===== config.mk =====
export PLATFORM = sky130hd
export DESIGN_NAME = cnn_acc_ci_sched
export DESIGN_NICKNAME = d
export VERILOG_FILES = /design/src/rtl/cnn_acc_ci_sched_pkg.sv /design/src/rtl/cnn_acc_ci_sched_idx_cnt.sv /design/src/rtl/cnn_acc_ci_sched.sv
export SDC_FILE = /design/constraint.sdc
export NUM_CORES = 1
export LEC_CHECK = 0
export BUFFER_PORTS_ARGS = -buffer_cell sky130_fd_sc_hd__buf_2
export CAP_MARGIN = 10
export CORE_MARGIN = 3
export CORE_UTILIZATION = 54
export DETAILED_ROUTE_END_ITERATION = 7
export PLACE_DENSITY = 0.73
export REMOVE_ABC_BUFFERS = 1
export SLEW_MARGIN = 20
export SYNTH_ARGS = -nofsm -noshare
export SYNTH_HDL_FRONTEND = slang
export SYNTH_SLANG_ARGS = --single-unit

===== constraint.sdc =====
create_clock -name clk -period 5.2 [get_ports clk]
set_clock_uncertainty 0.1 [all_clocks]
set_input_delay 1.04 -clock clk [delete_from_list [all_inputs] [get_ports clk]]
set_output_delay 1.04 -clock clk [all_outputs]
set_load 0.01 [all_outputs]

===== src/rtl/cnn_acc_ci_sched_pkg.sv =====
// Shared types and sizing helpers for the cnn_acc_ci output-map sequencer.
// Optional performance counters are enabled with CNN_ACC_CI_SCHED_PERF_EN.
package cnn_acc_ci_sched_pkg;

  localparam logic [1:0] S_IDLE_ENC  = 2'd0;
  localparam logic [1:0] S_RUN_ENC   = 2'd1;
  localparam logic [1:0] S_DRAIN_ENC = 2'd2;

  typedef enum logic [1:0] {
    ST_IDLE  = S_IDLE_ENC,
    ST_RUN   = S_RUN_ENC,
    ST_DRAIN = S_DRAIN_ENC
  } sched_state_e;

  localparam int unsigned DEF_OX      = 4;
  localparam int unsigned DEF_OY      = 4;
  localparam int unsigned DEF_CO      = 2;
  localparam int unsigned DEF_CREDITS = 4;
  localparam int unsigned DEF_TOTAL   = DEF_OX * DEF_OY * DEF_CO;

  // Index width: enough to address 0..n-1, never narrower than one bit.
  function automatic int unsigned idx_w(input int unsigned n);
    return (n <= 1) ? 1 : $clog2(n);
  endfunction

  // Counter width: enough to hold the value n itself.
  function automatic int unsigned cnt_w(input int unsigned n);
    return (n <= 1) ? 1 : $clog2(n + 1);
  endfunction

  localparam int unsigned DEF_TOTAL_W  = cnt_w(DEF_TOTAL);
  localparam int unsigned DEF_CREDIT_W = cnt_w(DEF_CREDITS);

endpackage


===== src/rtl/cnn_acc_ci_sched_idx_cnt.sv =====
// Three-level wrapping point counter: ox fastest, then oy, then co.
// last_o flags the final point of the map at the current count.
module cnn_sched_idx_cnt
  import cnn_acc_ci_sched_pkg::*;
#(
  parameter int unsigned OX = DEF_OX,
  parameter int unsigned OY = DEF_OY,
  parameter int unsigned CO = DEF_CO
) (
  input  logic                 clk,
  input  logic                 reset_n,
  input  logic                 clr_i,
  input  logic                 en_i,
  output logic [idx_w(OX)-1:0] ox_o,
  output logic [idx_w(OY)-1:0] oy_o,
  output logic [idx_w(CO)-1:0] co_o,
  output logic                 last_o
);

  localparam int unsigned XW = idx_w(OX);
  localparam int unsigned YW = idx_w(OY);
  localparam int unsigned CW = idx_w(CO);

  logic [XW-1:0] ox_q;
  logic [YW-1:0] oy_q;
  logic [CW-1:0] co_q;
  logic          last_x, last_y, last_c;

  assign last_x = (ox_q == XW'(OX - 1));
  assign last_y = (oy_q == YW'(OY - 1));
  assign last_c = (co_q == CW'(CO - 1));

  always_ff @(posedge clk or negedge reset_n) begin
    if (!reset_n) begin
      ox_q <= '0;
      oy_q <= '0;
      co_q <= '0;
    end else if (clr_i) begin
      ox_q <= '0;
      oy_q <= '0;
      co_q <= '0;
    end else if (en_i) begin
      if (last_x) begin
        ox_q <= '0;
        if (last_y) begin
          oy_q <= '0;
          co_q <= last_c ? '0 : co_q + CW'(1);
        end else begin
          oy_q <= oy_q + YW'(1);
        end
      end else begin
        ox_q <= ox_q + XW'(1);
      end
    end
  end

  assign ox_o   = ox_q;
  assign oy_o   = oy_q;
  assign co_o   = co_q;
  assign last_o = last_x & last_y & last_c;

endmodule


===== src/rtl/cnn_acc_ci_sched.sv =====
// Output-map sequencer for one cnn_acc_ci datapath: credit-throttled issue,
// result counting and completion. CNN_ACC_CI_SCHED_PERF_EN adds cycle counters.
//
// Handshake: a point is committed on the edge where go is high (credit taken,
// counter advanced); o_in_valid is high the following cycle with its indices.
// i_ot_valid and i_credit_ret are single-cycle strobes, one event per cycle.
module cnn_acc_ci_sched
  import cnn_acc_ci_sched_pkg::*;
#(
  parameter int unsigned OX       = DEF_OX,
  parameter int unsigned OY       = DEF_OY,
  parameter int unsigned CO       = DEF_CO,
  parameter int unsigned CREDITS  = DEF_CREDITS,
  parameter int unsigned PIPE_LAT = 3
) (
  input  logic                 clk,
  input  logic                 reset_n,
  input  logic                 i_soft_reset,
  input  logic                 i_start,
  output logic                 o_busy,
  output logic                 o_done,
  output logic                 o_in_valid,
  output logic [idx_w(OX)-1:0] o_ox,
  output logic [idx_w(OY)-1:0] o_oy,
  output logic [idx_w(CO)-1:0] o_co,
  input  logic                 i_ot_valid,
  input  logic                 i_credit_ret,
  output logic                 o_err
`ifdef CNN_ACC_CI_SCHED_PERF_EN
  ,
  output logic [31:0]          o_run_cycles,
  output logic [31:0]          o_stall_cycles
`endif
);

  localparam int unsigned TOTAL = OX * OY * CO;
  localparam int unsigned TW    = cnt_w(TOTAL);
  localparam int unsigned CRW   = cnt_w(CREDITS);
  localparam int unsigned XW    = idx_w(OX);
  localparam int unsigned YW    = idx_w(OY);
  localparam int unsigned CW    = idx_w(CO);

  if (OX < 1 || OY < 1 || CO < 1 || CREDITS < 1 || PIPE_LAT < 1) begin : g_bad_param
    $error("cnn_acc_ci_sched: OX, OY, CO, CREDITS and PIPE_LAT must all be >= 1");
  end

  sched_state_e   state_q, state_d;
  logic [CRW-1:0] credits_q, credits_d;
  logic [TW-1:0]  issued_q, returned_q;
  logic           all_issued_q;
  logic           in_valid_q, err_q;
  logic [XW-1:0]  ox_q, cnt_ox;
  logic [YW-1:0]  oy_q, cnt_oy;
  logic [CW-1:0]  co_q, cnt_co;
  logic           cnt_last;

  logic busy_st, ot_ok, done, go, ret_over, err_set;

  cnn_sched_idx_cnt #(
    .OX (OX),
    .OY (OY),
    .CO (CO)
  ) u_idx (
    .clk     (clk),
    .reset_n (reset_n),
    .clr_i   (i_soft_reset),
    .en_i    (go),
    .ox_o    (cnt_ox),
    .oy_o    (cnt_oy),
    .co_o    (cnt_co),
    .last_o  (cnt_last)
  );

  always_comb begin
    busy_st  = (state_q != ST_IDLE);
    ot_ok    = i_ot_valid && busy_st && (issued_q != returned_q);
    done     = !i_soft_reset && ot_ok && (returned_q == TW'(TOTAL - 1));
    go       = !i_soft_reset && (credits_q != '0) &&
               ((state_q == ST_IDLE && i_start) || (state_q == ST_RUN && !all_issued_q));
    // A return is only excess when no issue consumes a slot in the same cycle.
    ret_over = i_credit_ret && !go && (credits_q == CRW'(CREDITS));
    err_set  = ret_over || (i_ot_valid && !ot_ok);

    credits_d = credits_q;
    if (go && !i_credit_ret) begin
      credits_d = credits_q - CRW'(1);
    end else if (!go && i_credit_ret && !ret_over) begin
      credits_d = credits_q + CRW'(1);
    end

    state_d = state_q;
    case (state_q)
      ST_IDLE:  if (i_start) state_d = ST_RUN;
      ST_RUN:   if (done) state_d = ST_IDLE;
                else if (all_issued_q) state_d = ST_DRAIN;
      ST_DRAIN: if (done) state_d = ST_IDLE;
      default:  state_d = ST_IDLE;
    endcase
  end

  always_ff @(posedge clk or negedge reset_n) begin
    if (!reset_n) begin
      state_q      <= ST_IDLE;
      credits_q    <= CRW'(CREDITS);
      issued_q     <= '0;
      returned_q   <= '0;
      all_issued_q <= 1'b0;
      in_valid_q   <= 1'b0;
      ox_q         <= '0;
      oy_q         <= '0;
      co_q         <= '0;
      err_q        <= 1'b0;
    end else if (i_soft_reset) begin
      state_q      <= ST_IDLE;
      credits_q    <= CRW'(CREDITS);
      issued_q     <= '0;
      returned_q   <= '0;
      all_issued_q <= 1'b0;
      in_valid_q   <= 1'b0;
      ox_q         <= '0;
      oy_q         <= '0;
      co_q         <= '0;
      err_q        <= 1'b0;
    end else begin
      state_q    <= state_d;
      credits_q  <= credits_d;
      in_valid_q <= go;
      if (err_set) err_q <= 1'b1;

      if (done) begin
        issued_q     <= '0;
        returned_q   <= '0;
        all_issued_q <= 1'b0;
      end else begin
        if (go) issued_q <= issued_q + TW'(1);
        if (ot_ok) returned_q <= returned_q + TW'(1);
        if (go && cnt_last) all_issued_q <= 1'b1;
      end

      // Indices follow the committed point; they hold across a credit stall
      // and return to zero once the map has been fully issued.
      if (go) begin
        ox_q <= cnt_ox;
        oy_q <= cnt_oy;
        co_q <= cnt_co;
      end else if (state_d != ST_RUN) begin
        ox_q <= '0;
        oy_q <= '0;
        co_q <= '0;
      end
    end
  end

  assign o_busy     = busy_st && !done;
  assign o_done     = done;
  assign o_in_valid = in_valid_q;
  assign o_ox       = ox_q;
  assign o_oy       = oy_q;
  assign o_co       = co_q;
  assign o_err      = err_q;

`ifdef CNN_ACC_CI_SCHED_PERF_EN
  logic [31:0] run_cycles_q, stall_cycles_q;

  always_ff @(posedge clk or negedge reset_n) begin
    if (!reset_n) begin
      run_cycles_q   <= '0;
      stall_cycles_q <= '0;
    end else if (i_soft_reset || (state_q == ST_IDLE && i_start)) begin
      run_cycles_q   <= '0;
      stall_cycles_q <= '0;
    end else begin
      if (busy_st && run_cycles_q != '1) run_cycles_q <= run_cycles_q + 32'd1;
      if (state_q == ST_RUN && credits_q == '0 && stall_cycles_q != '1)
        stall_cycles_q <= stall_cycles_q + 32'd1;
    end
  end

  assign o_run_cycles   = run_cycles_q;
  assign o_stall_cycles = stall_cycles_q;
`endif

endmodule


==> impl_metrics.ini, run 1 <==
[status]
status = finished clean

[worst_setup_path]
end_kind = primary output
path_delay_family = simple AND/OR/NAND/NOR gates
crit_path_cell_trace = xor2_1 -> nor4_2 -> a21oi_1 -> and3_1 -> buf_2
arrival_ps = 2230
critPathMaxFanout = 7
cpMaxStageDelayCell = nor4_2
worstSetupPathType = register to primary output
required_ps = 4060
critical_path_buf_inv_count = 1
cp-start-kind = register
critPathMaxStageDelay_ps = 610

[timing]
fmax_mhz = 297
post-route-min-period_ps = 3370
timing_hold_violations_final = 0
rsz0062_at_grt = no
setup_viol = 0
final.period_utilization = 0.647
relSlewSlack = 0.564
finalMaxSlewViolations = 0
worst_slew_pin_slew_ps = 648
setup_tns_ps = 0

[route]
wire_per_inst_um = 15.0
vias = 1450
first_pass_iters = 4
routed_wl_um = 3610
via_per_inst = 6.02
drc_errors = 0
drt-initial-drc-count = 155
drtAntennaViolNets = 0

[logic_synthesis]
synth_most_common_cell = dfrtp_1
syn_area_per_cell_um2 = 9.52
yosysTopAreaCellShare = 0.417
yosys.cell_types.count = 48
synth_commonest_cells = 29 x dfrtp_1, 22 x nand2_1, 15 x nor2_1
synth_edf_count = 0
synth_area_leader_cell = dfrtp_1
yosysWarningCount = 0
synthTopCellsByArea = dfrtp_1 42%, nand2_1 4.7%, xnor2_1 3.5%, nor2_1 3.2%, xor2_1 3.0%
syn_inst = 183
ys_seq_area_frac = 0.432
synth_ff_type = dfrtp_1
async_flop_share = 1.00
synthesis.area_um2 = 1740
yosys_register_bits = 30

[layout]
drive_gt1_frac = 0.141
area_growth_pct = 8.19
fin_nets = 209
n_antenna_cell = 0
stdcell_count = 241
multi_input_area_um2 = 923
fill_cells = 251
regArea_um2 = 752

[global_routing]
grt_max_degree = 31
antenna_found_initial = 0
grt_overflow_total = 0
grt_pass1_vias = 1403
grt_pass1_wl_um = 6420
grt_use_total = 0.206

[clock_tree]
post_cts_buffers = 0
cts_buffers = 5
h-tree-depth = 2
insertion_delay_ps = 330
cts.sinks = 30
clk_pin_slew_ps = 90
hold_buffers = 0
clockBufferDepth = 2
cts_tree = yes
ctsRootBufferMaster = clkbuf_4
ctsResizeCount = 0

[floorplanning]
initial_utilization = 0.601
dieHeight_um = 62.8
ios = 15
core_area_um2 = 2900
dieArea_um2 = 3940
die_w_um = 62.8
row_count = 19

[min_path]
hp-class = register to register

[power]
powerDensity_nw_per_um2 = 400
vdd_drop_max_mv = 0.214
total_power_w = 0.000753
leakagePower_nw = 0.849

[place]
dp_hpwl_um = 2510
globalplace.congestion = 0.836
port_buffers = 14
dp_cells = 233

[run]
max_cap_viol_count = 0
==> cell type report <==
| class | count | area share |
|---|---|---|
| multi-input cells | 138 | 0.490 |
| inverters | 8 | 0.0159 |
| repair buffers | 15 | 0.0412 |
| clock buffers | 8 | 0.0259 |
| well taps | 42 | 0.0279 |
| flip-flops and latches | 30 | 0.399 |
==> layout by cell type, fill, tap and decap left out, types with 5 or more instances in the layout <==
cell type	synthesis	final
a21oi_1	9	9
buf_2	2	14
inv_1	7	7
o21ai_0	6	6
xor2_1	6	6
dfrtp_1	29	29
xnor2_1	7	7
nand2_1	22	22
nor2_1	15	15
clkbuf_4	0	5
o31ai_1	6	6
a2111oi_0	5	5
==> cell families after synthesis <==
logic type / synth area share
xor gates and xnor gates: 0.0654
buffers and inverters: 0.0381
and+or+nand+nor: 0.185
AOI/OAI and AO/OA: 0.210
DFF: 0.432
muxes: 0.0295
adders and majority gates: 0.0402
==> worst register-to-register path, stage by stage, from the launching register on <==
cell	delay, ps
dfrtp_1	470
nor3_1	570
a2111o_1	370
nor2_1	90
fa_1	380
and2_1	190
a221o_1	350
o211ai_1	90
==> power breakdown <==
group / internal [W] / leakage, nW / switching, W
sequential: 0.000272 / 0.406 / 0.0000501
combinational: 0.000118 / 0.416 / 0.000182
clock: 0.0000538 / 0.0265 / 0.0000765
total: 0.000445 / 0.849 / 0.000309
==> worst paths after layout <==
| path | endpoint | start | depth (start not counted) | slack [ps] |
|---|---|---|---|---|
| max in group asynchronous | issued_q[2] | reset_n | 1 | 3940 |
| hold / removal | o_oy[1] | u_idx.oy_o[1] | 2 | 420 |
| setup / recovery | o_done | returned_q[2] | 5 | 1830 |
| setup reg to reg | credits_q[2] | credits_q[1] | 7 | 2520 |
| hold reg to reg | o_oy[1] | u_idx.oy_o[1] | 2 | 420 |
| min in group asynchronous | o_err | reset_n | 1 | 630 |
==> metrics by stage <==
step	setup WS (ps)	hold slack (ps)	utilization	instance area (um^2)
CTS	1840	426	0.650	1880
detailed placement	2010	404	0.633	1840
floorplan	2370	368	-	1710
global placement	2070	394	0.633	1840
global route	1650	464	0.650	1880
finish	1830	425	0.650	1880
==> metal layers <==
layer  vias up  track usage  wire, um
met5         -            0         0
met4         0       0.0909        57
met3         6       0.0594       171
met2        36        0.322      1710
met1       708        0.265      1670
li1        700            -         -
==> registers in the layout, indices dropped and copies added (netlist names), 2 cells and up <==
name / count
returned_q: 6
u_idx.ox_o: 2
u_idx.oy_o: 2
o_oy: 2
credits_q: 3
state_q: 2
o_ox: 2
issued_q: 6
Power figures use the tool's default switching activity.
==> run 2, diff against run 1 <==
--- a/config.mk
+++ b/config.mk
@@ -8,9 +8,9 @@
 export BUFFER_PORTS_ARGS = -buffer_cell sky130_fd_sc_hd__buf_2
 export CAP_MARGIN = 10
 export CORE_MARGIN = 3
-export CORE_UTILIZATION = 54
+export CORE_UTILIZATION = 53
 export DETAILED_ROUTE_END_ITERATION = 7
-export PLACE_DENSITY = 0.73
+export PLACE_DENSITY = 0.75
 export REMOVE_ABC_BUFFERS = 1
 export SLEW_MARGIN = 20
 export SYNTH_ARGS = -nofsm -noshare
==> constraint.sdc (replaced) <==
create_clock -name clk -period 2.75 [get_ports clk]
set_clock_uncertainty 0.1 [all_clocks]
set_input_delay 0.55 -clock clk [delete_from_list [all_inputs] [get_ports clk]]
set_output_delay 0.55 -clock clk [all_outputs]
set_load 0.01 [all_outputs]
==> impl_metrics.ini, run 2 (same netlist as run 1, synthesis figures left out) <==
[timing]
fmax_mhz = 385
final.period_utilization = 0.945
timing_hold_violations_final = 0
rsz0062_at_grt = no
relSlewSlack = 0.541
worst_slew_pin_slew_ps = 688
finalMaxSlewViolations = 0
post-route-min-period_ps = 2600
setup_tns_ps = 0
setup_viol = 0

[min_path]
hp-class = primary input to async pin

[route]
via_per_inst = 5.97
routed_wl_um = 3790
drt-initial-drc-count = 136
vias = 1457
wire_per_inst_um = 15.5
first_pass_iters = 4
drc_errors = 0
drtAntennaViolNets = 0

[worst_setup_path]
critPathMaxFanout = 12
reg2regPathDepth = 6
required_ps = 2100
end_kind = primary output
r2r_start = state_q[0]
arrival_ps = 1950
rrSetupSlack_ps = 260
worstReg2RegEnd = credits_q[1]
cp-start-kind = register
worstSetupPathType = register to primary output

[layout]
multi_input_area_um2 = 928
fin_nets = 211
regArea_um2 = 752
most-common-layout-cells = 29 x dfrtp_1, 22 x nand2_1, 15 x nor2_1
drive_gt1_frac = 0.155
fin_area_um2 = 1900
area_growth_pct = 9.27
final_common_cell = dfrtp_1
n_antenna_cell = 0
fill_cells = 286
top_regs = issued_q: 6 flops, returned_q: 6 flops, credits_q: 3 flops

[global_routing]
grt_pass1_vias = 1499
grt_overflow_total = 0
grt_max_degree = 31
grt_use_total = 0.209
antenna_found_initial = 0
grt_pass1_wl_um = 6630

[clock_tree]
clockBufferDepth = 2
ctsRootBufferMaster = clkbuf_4
cts.sinks = 30
insertion_delay_ps = 330
cts_tree = yes
cts_buffers = 5
h-tree-depth = 2
hold_buffers = 0
clk_pin_slew_ps = 90

[floorplanning]
die_w_um = 63.3
ios = 15
dieArea_um2 = 4010
core_area_um2 = 3100
dieHeight_um = 63.3
row_count = 20
initial_utilization = 0.561

[place]
dp_hpwl_um = 2710
globalplace.congestion = 0.879
port_buffers = 14
post_dp_cell_area_um2 = 1850

[power]
vdd_drop_max_mv = 0.363
leakagePower_nw = 0.858
powerDensity_nw_per_um2 = 761

[run]
max_cap_viol_count = 0

[status]
status = finished clean
[run 2: changes by cell type in the layout (fill, tap and decap cells not counted)]
cell,change
buf_4,+2
clkbuf_1,-1
nor3_1,-1
nor3_2,+1
[run 2: through the flow]
stage / total power, W / std cells / setup slack (ps) / util / hold WS [ps]
after floorplan: 0.00102 / 176 / 495 / - / 154
after global placement: 0.00118 / 237 / 340 / 0.597 / 397
after CTS: 0.00145 / 244 / 143 / 0.612 / 168
final: 0.00145 / 244 / 151 / 0.613 / 148
after detailed placement: 0.00121 / 237 / 168 / 0.597 / 404
after global routing: 0.00157 / 244 / 27.7 / 0.613 / 193
[run 2: power by group]
group	internal, W	switching (W)
registers	0.000515	0.0000982
clock network	0.0000962	0.000142
logic	0.000246	0.000352
[run 2: worst max-delay path, stage by stage (launching register included)]
cell and delay (ps):
dfrtp_1 580, o21ai_0 220, a21oi_1 460, and3_1 240, buf_2 120
[run 2: what timing repair did]
action	4_1_cts	5_1_grt
endpoints found under the setup margin	0	1
hold endpoints to repair	0	0
gates resized for setup	0	1
setup buffers	0	0
[run 2: final cells by class]
type                            instances  area share
Multi-Input combinational cell        138       0.488
Timing Repair Buffer                   17      0.0487
Tap cell                               44      0.0289
Sequential cell                        30       0.395
Inverter                                8      0.0158
Clock buffer                            7      0.0237
[run 2: worst max-delay path by stage]
stage | startpoint | end | slack [ps]
3_3_place_gp | credits_q[1] | credits_q[2] | 340
2_1_floorplan | credits_q[1] | credits_q[2] | 490
5_1_grt | state_q[1] | o_done | 30
3_5_place_dp | credits_q[1] | credits_q[2] | 170
6_report | state_q[1] | o_done | 150
4_1_cts | credits_q[1] | credits_q[2] | 140
[run 2: metal layers]
layer | vias up | global-route usage | wire [um]
met5 | - | 0 | 0
met4 | 0 | 0.0755 | 76
met3 | 10 | 0.0553 | 161
met2 | 30 | 0.343 | 1800
met1 | 714 | 0.264 | 1740
li1 | 703 | - | -
==> run 3, diff against run 2 <==
--- a/config.mk
+++ b/config.mk
@@ -5,10 +5,11 @@
 export SDC_FILE = /design/constraint.sdc
 export NUM_CORES = 1
 export LEC_CHECK = 0
-export BUFFER_PORTS_ARGS = -buffer_cell sky130_fd_sc_hd__buf_2
+export BUFFER_PORTS_ARGS = -buffer_cell sky130_fd_sc_hd__clkbuf_2
 export CAP_MARGIN = 10
 export CORE_MARGIN = 3
 export CORE_UTILIZATION = 53
+export CTS_CLUSTER_SIZE = 24
 export DETAILED_ROUTE_END_ITERATION = 7
 export PLACE_DENSITY = 0.75
 export REMOVE_ABC_BUFFERS = 1
==> impl_metrics.ini, run 3 (same netlist as run 1, synthesis figures left out) <==
[place]
port_buffers = 14
globalplace.congestion = 0.861
dp_hpwl_um = 2720
post-place-ws_ps = 202

[clock_tree]
h-tree-depth = 2
clockBufferDepth = 2
clk_pin_slew_ps = 90
cts_tree = yes
cts_buffers = 5
cts.sinks = 30
ctsRootBufferMaster = clkbuf_4
post_cts_buffers = 0
insertion_delay_ps = 320

[power]
powerDensity_nw_per_um2 = 766
vdd_drop_max_mv = 0.448
total_power_w = 0.00146
leakagePower_nw = 0.858

[route]
wire_per_inst_um = 15.4
drc_errors = 0
first_pass_iters = 4
routed_wl_um = 3740
via_per_inst = 5.91
drt-initial-drc-count = 158
drtAntennaViolNets = 0
vias = 1437

[timing]
fmax_mhz = 390
post-route-min-period_ps = 2570
finalWorstSetupSlack_ps = 184
setup_viol = 0
relSlewSlack = 0.491
final.period_utilization = 0.933
rsz0062_at_grt = no
setup_tns_ps = 0
hold_slack_ps = 188
timing_hold_violations_final = 0
worst_slew_pin_slew_ps = 763
finalMaxSlewViolations = 0

[worst_setup_path]
r2r_start = state_q[0]
worstSetupPathType = register to primary output
required_ps = 2100
critPathMaxFanout = 12
end_kind = primary output
cp-start-kind = register
cp-startpoint = state_q[1]
crit_path_cell_trace = o21ai_0 -> a21oi_1 -> and3_1 -> clkbuf_2
arrival_ps = 1920
critPathMaxStageDelay_ps = 590
cpMaxStageDelayCell = dfrtp_1

[global_routing]
antenna_found_initial = 0
grt_overflow_total = 0
grt_pass1_wl_um = 6440
grt_max_degree = 31
grt_use_total = 0.203
grt_pass1_vias = 1389

[layout]
fin_nets = 211
most-common-layout-cells = 29 x dfrtp_1, 22 x nand2_1, 15 x nor2_1
utilization = 0.615
n_antenna_cell = 0
final_common_cell = dfrtp_1
drive_gt1_frac = 0.161
top_regs = issued_q: 6 flops, returned_q: 6 flops, credits_q: 3 flops
area_growth_pct = 9.63

[floorplanning]
die_w_um = 63.3
row_count = 20
dieArea_um2 = 4010
ios = 15
core_area_um2 = 3100
initial_utilization = 0.561
dieHeight_um = 63.3

[min_path]
hp-class = primary input to async pin

[status]
status = finished clean

[run]
max_cap_viol_count = 0
## run 3: worst max-delay path: cells and delay by family, from the launching register on
family	cells	cell delay, ps
flops	1	590
simple gates	1	230
compound gates	2	650
buf+inv	1	130
## run 3: through the flow
step	instances	instance area, um^2
CTS	243	1900
global placement	237	1850
finish	243	1910
floorplan	176	1710
detailed placement	237	1850
global route	243	1910
## run 3: power by group
part / switching, W / total [W] / leakage, nW / internal [W]
Sequential: 0.0000954 / 0.000610 / 0.406 / 0.000515
Clock: 0.000137 / 0.000252 / 0.0302 / 0.000115
Combinational: 0.000354 / 0.000600 / 0.421 / 0.000246
## run 3: layout make-up
type	count	area, um^2
clock buffers	6	51.3
fillers	292	1190
inverters	8	30.0
multi-input cells	138	928
flip-flops and latches	30	752
well taps	44	55.1
repair buffers	17	92.6
## run 3: worst paths after layout
| path | end | slack, ps | cells after the start |
|---|---|---|---|
| min in group clk | o_oy[1] | 410 | 2 |
| setup reg to reg | credits_q[1] | 300 | 6 |
| max in group asynchronous | issued_q[1] | 1870 | 1 |
| setup / recovery | o_done | 180 | 4 |
| hold reg to reg | o_oy[1] | 410 | 2 |
| hold / removal | o_err | 190 | 1 |
## run 3: timing repair
action / CTS / global route
endpoints found under the setup margin: 0 / 2
hold buffers: 0 / 0
resized for setup: 0 / 1
## run 3: routing by layer
layer | vias up | GRT usage | share of wire
li1 | 701 | - | -
met1 | 689 | 0.273 | 0.47
met2 | 41 | 0.321 | 0.47
met3 | 6 | 0.0463 | 0.052
met4 | 0 | 0.0701 | 0.011
met5 | - | 0 | 0
